`src/rtl/qvga_frame_writer.sv`:
```
// Write side of the QVGA frame buffer: packs an OV7670-style VSYNC/HREF byte stream
// into RGB565 pixels and issues single-cycle writes at y*H_PIX + x, clipped to the window.
`timescale 1ns/1ps

module qvga_frame_writer #(
    parameter int H_PIX   = 320,
    parameter int V_LINES = 240,
    parameter int ADDR_W  = 17
) (
    input  logic              clk,
    input  logic              reset_n,
    input  logic              capture_en,
    input  logic              vsync,
    input  logic              href,
    input  logic [7:0]        data,
    output logic              we,
    output logic [ADDR_W-1:0] wAddr,
    output logic [15:0]       wData,
    output logic              frame_done,
    output logic              busy
);

    localparam int X_W = $clog2(H_PIX + 1);
    localparam int Y_W = $clog2(V_LINES + 1);
    localparam logic [X_W-1:0] X_LIM = X_W'(H_PIX);
    localparam logic [Y_W-1:0] Y_LIM = Y_W'(V_LINES);

    typedef enum logic [1:0] {IDLE, SYNC, ACTIVE} state_t;

    state_t            state_q, state_d;
    logic              vsync_dly_q, vsync_dly_d;
    logic              href_dly_q, href_dly_d;
    logic              phase_q, phase_d;
    logic [7:0]        byte0_q, byte0_d;
    logic [X_W-1:0]    x_q, x_d;
    logic [Y_W-1:0]    y_q, y_d;
    logic              line_px_q, line_px_d;
    logic              we_q, we_d;
    logic [ADDR_W-1:0] waddr_q, waddr_d;
    logic [15:0]       wdata_q, wdata_d;
    logic              frame_done_q, frame_done_d;
    logic [ADDR_W-1:0] pix_addr;

    // 320 = 256 + 64, so the default geometry needs only two shifts and an add.
    always_comb begin
        if (H_PIX == 320) begin
            pix_addr = (ADDR_W'(y_q) << 8) + (ADDR_W'(y_q) << 6) + ADDR_W'(x_q);
        end else begin
            pix_addr = ADDR_W'(y_q) * ADDR_W'(H_PIX) + ADDR_W'(x_q);
        end
    end

    always_comb begin
        // NOTE: every signal gets a default before the case so no path can infer a latch.
        state_d      = state_q;
        vsync_dly_d  = vsync;
        href_dly_d   = href;
        phase_d      = phase_q;
        byte0_d      = byte0_q;
        x_d          = x_q;
        y_d          = y_q;
        line_px_d    = line_px_q;
        we_d         = 1'b0;
        waddr_d      = waddr_q;
        wdata_d      = wdata_q;
        frame_done_d = 1'b0;

        case (state_q)
            IDLE: begin
                if (capture_en && vsync) state_d = SYNC;
            end
            SYNC: begin
                if (vsync_dly_q && !vsync) begin
                    state_d   = ACTIVE;
                    x_d       = '0;
                    y_d       = '0;
                    phase_d   = 1'b0;
                    line_px_d = 1'b0;
                end
            end
            ACTIVE: begin
                // A vsync rise ends the frame and takes priority over any byte this cycle.
                if (vsync && !vsync_dly_q) begin
                    frame_done_d = 1'b1;
                    phase_d      = 1'b0;
                    state_d      = capture_en ? SYNC : IDLE;
                end else if (href) begin
                    if (!phase_q) begin
                        byte0_d = data;
                        phase_d = 1'b1;
                    end else begin
                        phase_d   = 1'b0;
                        line_px_d = 1'b1;
                        if (x_q < X_LIM && y_q < Y_LIM) begin
                            we_d    = 1'b1;
                            waddr_d = pix_addr;
                            wdata_d = {byte0_q, data};
                        end
                        if (x_q < X_LIM) x_d = x_q + X_W'(1);
                    end
                end else begin
                    phase_d = 1'b0;
                    if (href_dly_q) begin
                        x_d       = '0;
                        line_px_d = 1'b0;
                        if (line_px_q && y_q < Y_LIM) y_d = y_q + Y_W'(1);
                    end
                end
            end
            default: state_d = IDLE;
        endcase
    end

    // NOTE: state registers use non-blocking assignments so all flops update together.
    always_ff @(posedge clk or negedge reset_n) begin
        if (!reset_n) begin
            state_q      <= IDLE;
            vsync_dly_q  <= 1'b0;
            href_dly_q   <= 1'b0;
            phase_q      <= 1'b0;
            byte0_q      <= '0;
            x_q          <= '0;
            y_q          <= '0;
            line_px_q    <= 1'b0;
            we_q         <= 1'b0;
            waddr_q      <= '0;
            wdata_q      <= '0;
            frame_done_q <= 1'b0;
        end else begin
            state_q      <= state_d;
            vsync_dly_q  <= vsync_dly_d;
            href_dly_q   <= href_dly_d;
            phase_q      <= phase_d;
            byte0_q      <= byte0_d;
            x_q          <= x_d;
            y_q          <= y_d;
            line_px_q    <= line_px_d;
            we_q         <= we_d;
            waddr_q      <= waddr_d;
            wdata_q      <= wdata_d;
            frame_done_q <= frame_done_d;
        end
    end

    assign we         = we_q;
    assign wAddr      = waddr_q;
    assign wData      = wdata_q;
    assign frame_done = frame_done_q;
    assign busy       = (state_q == ACTIVE);

endmodule
```
`config.mk`:
```
export PLATFORM = sky130hd
export DESIGN_NAME = qvga_frame_writer
export DESIGN_NICKNAME = d
export VERILOG_FILES = /design/src/rtl/qvga_frame_writer.sv
export SDC_FILE = /design/constraint.sdc
export NUM_CORES = 1
export LEC_CHECK = 0
export CAP_MARGIN = 20
export CORE_MARGIN = 4
export CORE_UTILIZATION = 55
export CTS_BUF_LIST = sky130_fd_sc_hd__clkbuf_16
export DETAILED_ROUTE_END_ITERATION = 12
export PLACE_DENSITY = 0.8
export SLEW_MARGIN = 20
export SYNTH_ARGS = -nofsm -noshare
export SYNTH_HDL_FRONTEND = slang
export SYNTH_SLANG_ARGS = --single-unit
```
`constraint.sdc`:
```
create_clock -name clk -period 2.81 [get_ports clk]
set_input_delay 0.281 -clock clk [delete_from_list [all_inputs] [get_ports clk]]
set_output_delay 0.281 -clock clk [all_outputs]
set_load 0.01 [all_outputs]
```
; ---- Yosys cells after proc, flatten, opt, wreduce, memory -nomap -nowiden
; Index checks and enable logic that the tools add are counted.
[totals]
regBits = 66
latch_bits = 0
ram_bits = 0
mem_bits_ro = 0
out_inout_bits = 36
wordCells = 83
n_memories = 0
[op_classes]
addsub = 4
multipliers = 0
div_mod_pow = 0
magnitude_cmp = 2
eq_ne = 12
shifts = 0
muxes = 35
bitwise_logic = 2
reduce_logical = 16
[ops]
columns = op, n
row1 = 9-bit two-way mux, 6
row2 = 8-bit two-way mux, 5
row3 = 9-bit case mux with 2 select lines, 1
row4 = 16-bit by 14-bit adder with 17-bit output, 1
row5 = 17-bit by 9-bit adder with 17-bit output, 1
row6 = 1-bit two-way mux, 16
row7 = 8-bit case mux with 2 select lines, 1
row8 = 6-bit AND reduction, 2
row9 = 5-bit AND reduction, 2
row10 = 9-bit by 1-bit adder with 9-bit output (second input constant), 1
row11 = 9-bit < comparator (second input constant), 1
row12 = 3-bit by 2-bit inequality test with 1-bit output (second input constant), 3
row13 = 8-bit by 1-bit adder with 8-bit output (second input constant), 1
row14 = 8-bit < comparator (second input constant), 1
row15 = 2-bit inequality test (second input constant), 4
row16 = 2-bit two-way mux, 3
row17 = 2-bit by 1-bit inequality test with 1-bit output (second input constant), 3
row18 = 2-bit case mux with 3 select lines, 1
row19 = 1-bit logical AND, 5
row20 = 1-bit case mux with 2 select lines, 2
row21 = 4-bit AND reduction, 1
row22 = 3-bit AND reduction, 1
row23 = 2-bit by 1-bit == test with 1-bit output (second input constant), 1
row24 = 2-bit == test (second input constant), 1
row25 = other kinds (5), 7

; ---- Logic depth before layout (Yosys ltp)
; Gate-level depths: netlist (run 1).
[logic_depth]
word_depth = 7
ltp_mapped = 10

; ---- Least setup slack after synthesis (run 1)
; Ideal clock, no wire load.
[synth_timing]
path_type = register to register
from = register y_q[0]
to = register waddr_q[14], in the netlist wAddr[14]
setup_time_ns = 0.130
arrival_time_ns = 2.109
required_ns = 2.680
setup_slack_ns = 0.571
stages_incl_launch_ff = 9
path_buffers = 0
cell_sequence = dfrtp_1 -> inv_1 -> fa_1 -> inv_1 -> ha_1 -> a211oi_1 -> o21ai_0 -> a311oi_1 -> o31ai_2
[synth_between]
elab_chain_cells = 3
word_cells_on_any_way = 5
[synth_lines]
columns = element, line
row1 = "start, declared", 36  ; logic [Y_W-1:0] y_q, y_d;
row2 = "start signal, assigned", 136  ; y_q <= y_d;
row3 = branches (longest 3 deep; another with 16-bit by 14-bit adder with 17-bit output), -
row4 = "end signal, assigned", 139  ; waddr_q <= waddr_d;
row5 = "end, declared", 39  ; logic [ADDR_W-1:0] waddr_q, waddr_d;
; Several ways; the timed one is not identified.
; A chain may end at the register's enable or synchronous reset.

; ---- Worst setup path in the final report (run 1)
; Ends and elaborated chain as after synthesis.

==> results_dict.tcl, run 1 <==
set metrics [dict create \
    status "finished, final reports clean" \
    fillCellCount 427 \
    clock-sinks 66 \
    gp_congestion 0.836 \
    synth-async-reset-ratio 1.00 \
    synth_area_per_cell_sq_um 11.8 \
    dieArea_sq_um 7670 \
    p_switching_w 0.00123 \
    initial_utilization 0.578 \
    layout_commonest_cell "dfrtp_1" \
    clockPowerShare 0.294 \
    fin_crit_sh 0.895 \
    dp_hpwl_um 5120 \
    syn_inst 296 \
    rsz0062_at_grt "no" \
    synth-seq-cells 66 \
    seqPwrFrac 0.365 \
    clk_latency_ns 0.33 \
    numCtsBuffers 9 \
    wl_per_cell_um 16.8 \
    placementRows 28 \
    cts-root-buf "clkbuf_16" \
    seq_area_sq_um 1650 \
    nNetsFinal 390 \
    synth_cell_types 59 \
    netlist_area_sq_um 3480 \
    die_x_um 87.6 \
    report.final.slew_viol_count 0 \
    crit_fanout 6 \
    grt_pass1_wl_um 12700 \
    clock_path_buffers 2 \
    fmax_mhz 398 \
    cts_tree "built" \
    path_clk_slew_ns 0.05 \
    vias 2592 \
    peakVddDrop_mv 0.561 \
    finalSetupTns_ns 0 \
    combPwrFrac 0.341 \
    min_path_type "primary input to asynchronous set/reset pin" \
    finClkSkew_ns 0.00577 \
    ys.flop_type "dfrtp_1" \
    final_cell_mix "66 x dfrtp_1, 47 x clkdlybuf4s50_1, 25 x mux2_2" \
    grt_overflow 0 \
    antenna_left 0 \
    vias_per_cell 5.99 \
    finalHoldViolations 0 \
    powerDensity_nw_per_um2 860 \
    setup_viol 0 \
    drive_gt1_frac 0.173 \
    synth_warnings 0 \
    max_slew_margin 0.477 \
    fin_crit_ns 2.52 \
    grt_usage 0.212 \
    arrival_ns 2.71 \
    drc 0 \
    endpoint_kind "flop" \
    cts_resized 0 \
    drv_cap 0 \
    wl_um 7260 \
    leakage_nw 2.05 \
    firstDrtPassIters 4 \
    multi_input_area_sq_um 1710 \
    synth-seq-area-share 0.474 \
    netSwitchingFraction 0.328 \
    htreeDepth 3 \
    grt_max_degree 36 \
    grt_pass1_vias 2708 \
    diodes 0 \
    io_pins 49 \
    die_h_um 87.6 \
    antenna_found_initial 0 \
    required_ns 3.00 \
    synth_edf_count 0 \
    hold_buffers 0 \
    critical_path_class "flop to flop" \
    core_area_sq_um 6030 \
    drt_iter0_drc 146 \
    post-cts-setup-buffers 0 \
    p_int_w 0.00251 \
    syn_nets 333 \
    timing.hold.ws_ns 0.0399 \
    critPathLaunchType "flop" \
    worst_pin_slew_ns 0.785 \
    synthToLayoutAreaGrowth_pct 24.7 \
    numPortBuffers 48 \
]
## logic make-up after synthesis
kind of cell | share of synthesized area
AO/OA/AOI/OAI | 0.162
AND/OR/NAND/NOR | 0.0948
XOR/XNOR | 0.0101
flip-flops | 0.474
multiplexers | 0.134
adder cells (fa/ha/maj) | 0.0905
buffers and inverters | 0.0338
## per-layer routing
metal	share of wire	vias to the layer above	global-route usage
met2	0.50	59	0.340
li1	-	1226	-
met3	0.036	18	0.0376
met4	0.025	0	0.107
met5	0	-	0
met1	0.44	1289	0.276
## worst paths after layout
| check | start | end | slack, ns | depth (start not counted) |
|---|---|---|---|---|
| setup / recovery | y_q[0] | wAddr[14] | 0.29 | 8 |
| hold / removal | reset_n | wAddr[16] | 0.04 | 1 |
| setup reg to reg | y_q[0] | wAddr[14] | 0.29 | 8 |
| hold reg to reg | wAddr[8] | wAddr[8] | 0.48 | 1 |
| max in group asynchronous | reset_n | x_q[3] | 2.14 | 2 |
| min in group clk | wAddr[8] | wAddr[8] | 0.48 | 1 |
## per-stage QoR
stage	total power (W)	worst slack [ns]	instance area (sq um)	instances	utilization
after floorplan	0.00215	0.571	3480	296	-
after global placement	0.00261	0.305	4050	417	0.672
after detailed placement	0.00266	0.285	4050	417	0.672
after CTS	0.00376	0.269	4340	433	0.721
after global routing	0.00397	0.0743	4340	433	0.721
final	0.00374	0.295	4340	433	0.721
## flip-flops by register name, summed over array words and instances, names as in the netlist, 2 cells and up
name and flops:
byte0_q 8, state_q 2, wAddr 17, x_q 9, y_q 8, wData 16
## worst max-delay path, cell delays in order, from the launching register on
cell      delay, ns
dfrtp_1        0.46
inv_1          0.09
fa_1           0.50
inv_1          0.07
ha_1           0.31
a211oi_1       0.28
o21ai_0        0.22
a311oi_1       0.38
o31ai_2        0.08
## synthesized netlist by cell type (2+ instances only)
library cell  count  area share
nand2b_1          2      0.0036
ha_1             22       0.079
and3_1            8       0.014
o21ai_0          20       0.029
nor2_1            7      0.0075
o21a_1            4      0.0086
xnor2_1           3      0.0075
inv_1            11       0.012
a31oi_1          10       0.018
mux2_2           25       0.081
a21oi_1          10       0.014
a211oi_1          3      0.0065
or2_1             2      0.0036
mux2_4            5       0.022
nand3_1           7       0.010
clkbuf_1          2      0.0022
buf_6             2      0.0065
dfrtp_1          66        0.47
buf_2             3      0.0043
o221ai_1          3      0.0075
o41ai_1           2      0.0050
nand2_1          16       0.017
mux2_1            9       0.029
a21boi_0          2      0.0043
o31ai_2           3       0.011
a22o_1            2      0.0050
a2bb2oi_1         2      0.0050
nor2b_1           3      0.0054
o31ai_1           3      0.0065
fa_1              2       0.011
a21o_1            6       0.013
nor3_1            4      0.0057
## power by group through the flow
stage / Clock, W / Sequential [W] / Combinational [W]
floorplan: 0 / 0.00139 / 0.000767
global placement: 0 / 0.00137 / 0.00124
detailed placement: 0 / 0.00138 / 0.00127
CTS: 0.00111 / 0.00137 / 0.00128
global route: 0.00115 / 0.00140 / 0.00142
finish: 0.00110 / 0.00137 / 0.00127
## cell type report
class / count / share of cell area
inverter: 12 / 0.0115
multi-input combinational: 209 / 0.395
sequential: 66 / 0.380
timing repair buffer: 55 / 0.124
clock buffer: 9 / 0.0518
clock inverter: 7 / 0.0158
tap: 75 / 0.0216
Note: power is estimated with default switching activity, not from simulation.
==> inputs of run 2 (changes only) <==
==> constraint.sdc (replaced) <==
create_clock -name clk -period 2.81 [get_ports clk]
set_input_delay 0.281 -clock clk [delete_from_list [all_inputs] [get_ports clk]]
set_output_delay 0.281 -clock clk [all_outputs]
set_load 0.005 [all_outputs]
==> results of run 2 <==
Same layout as run 1 (identical final DEF). Status: finished, final reports clean.
Main changes from that run: total power 0.00374 W -> 0.00369 W; worst IR drop on VDD 0.561 mV -> 0.555 mV
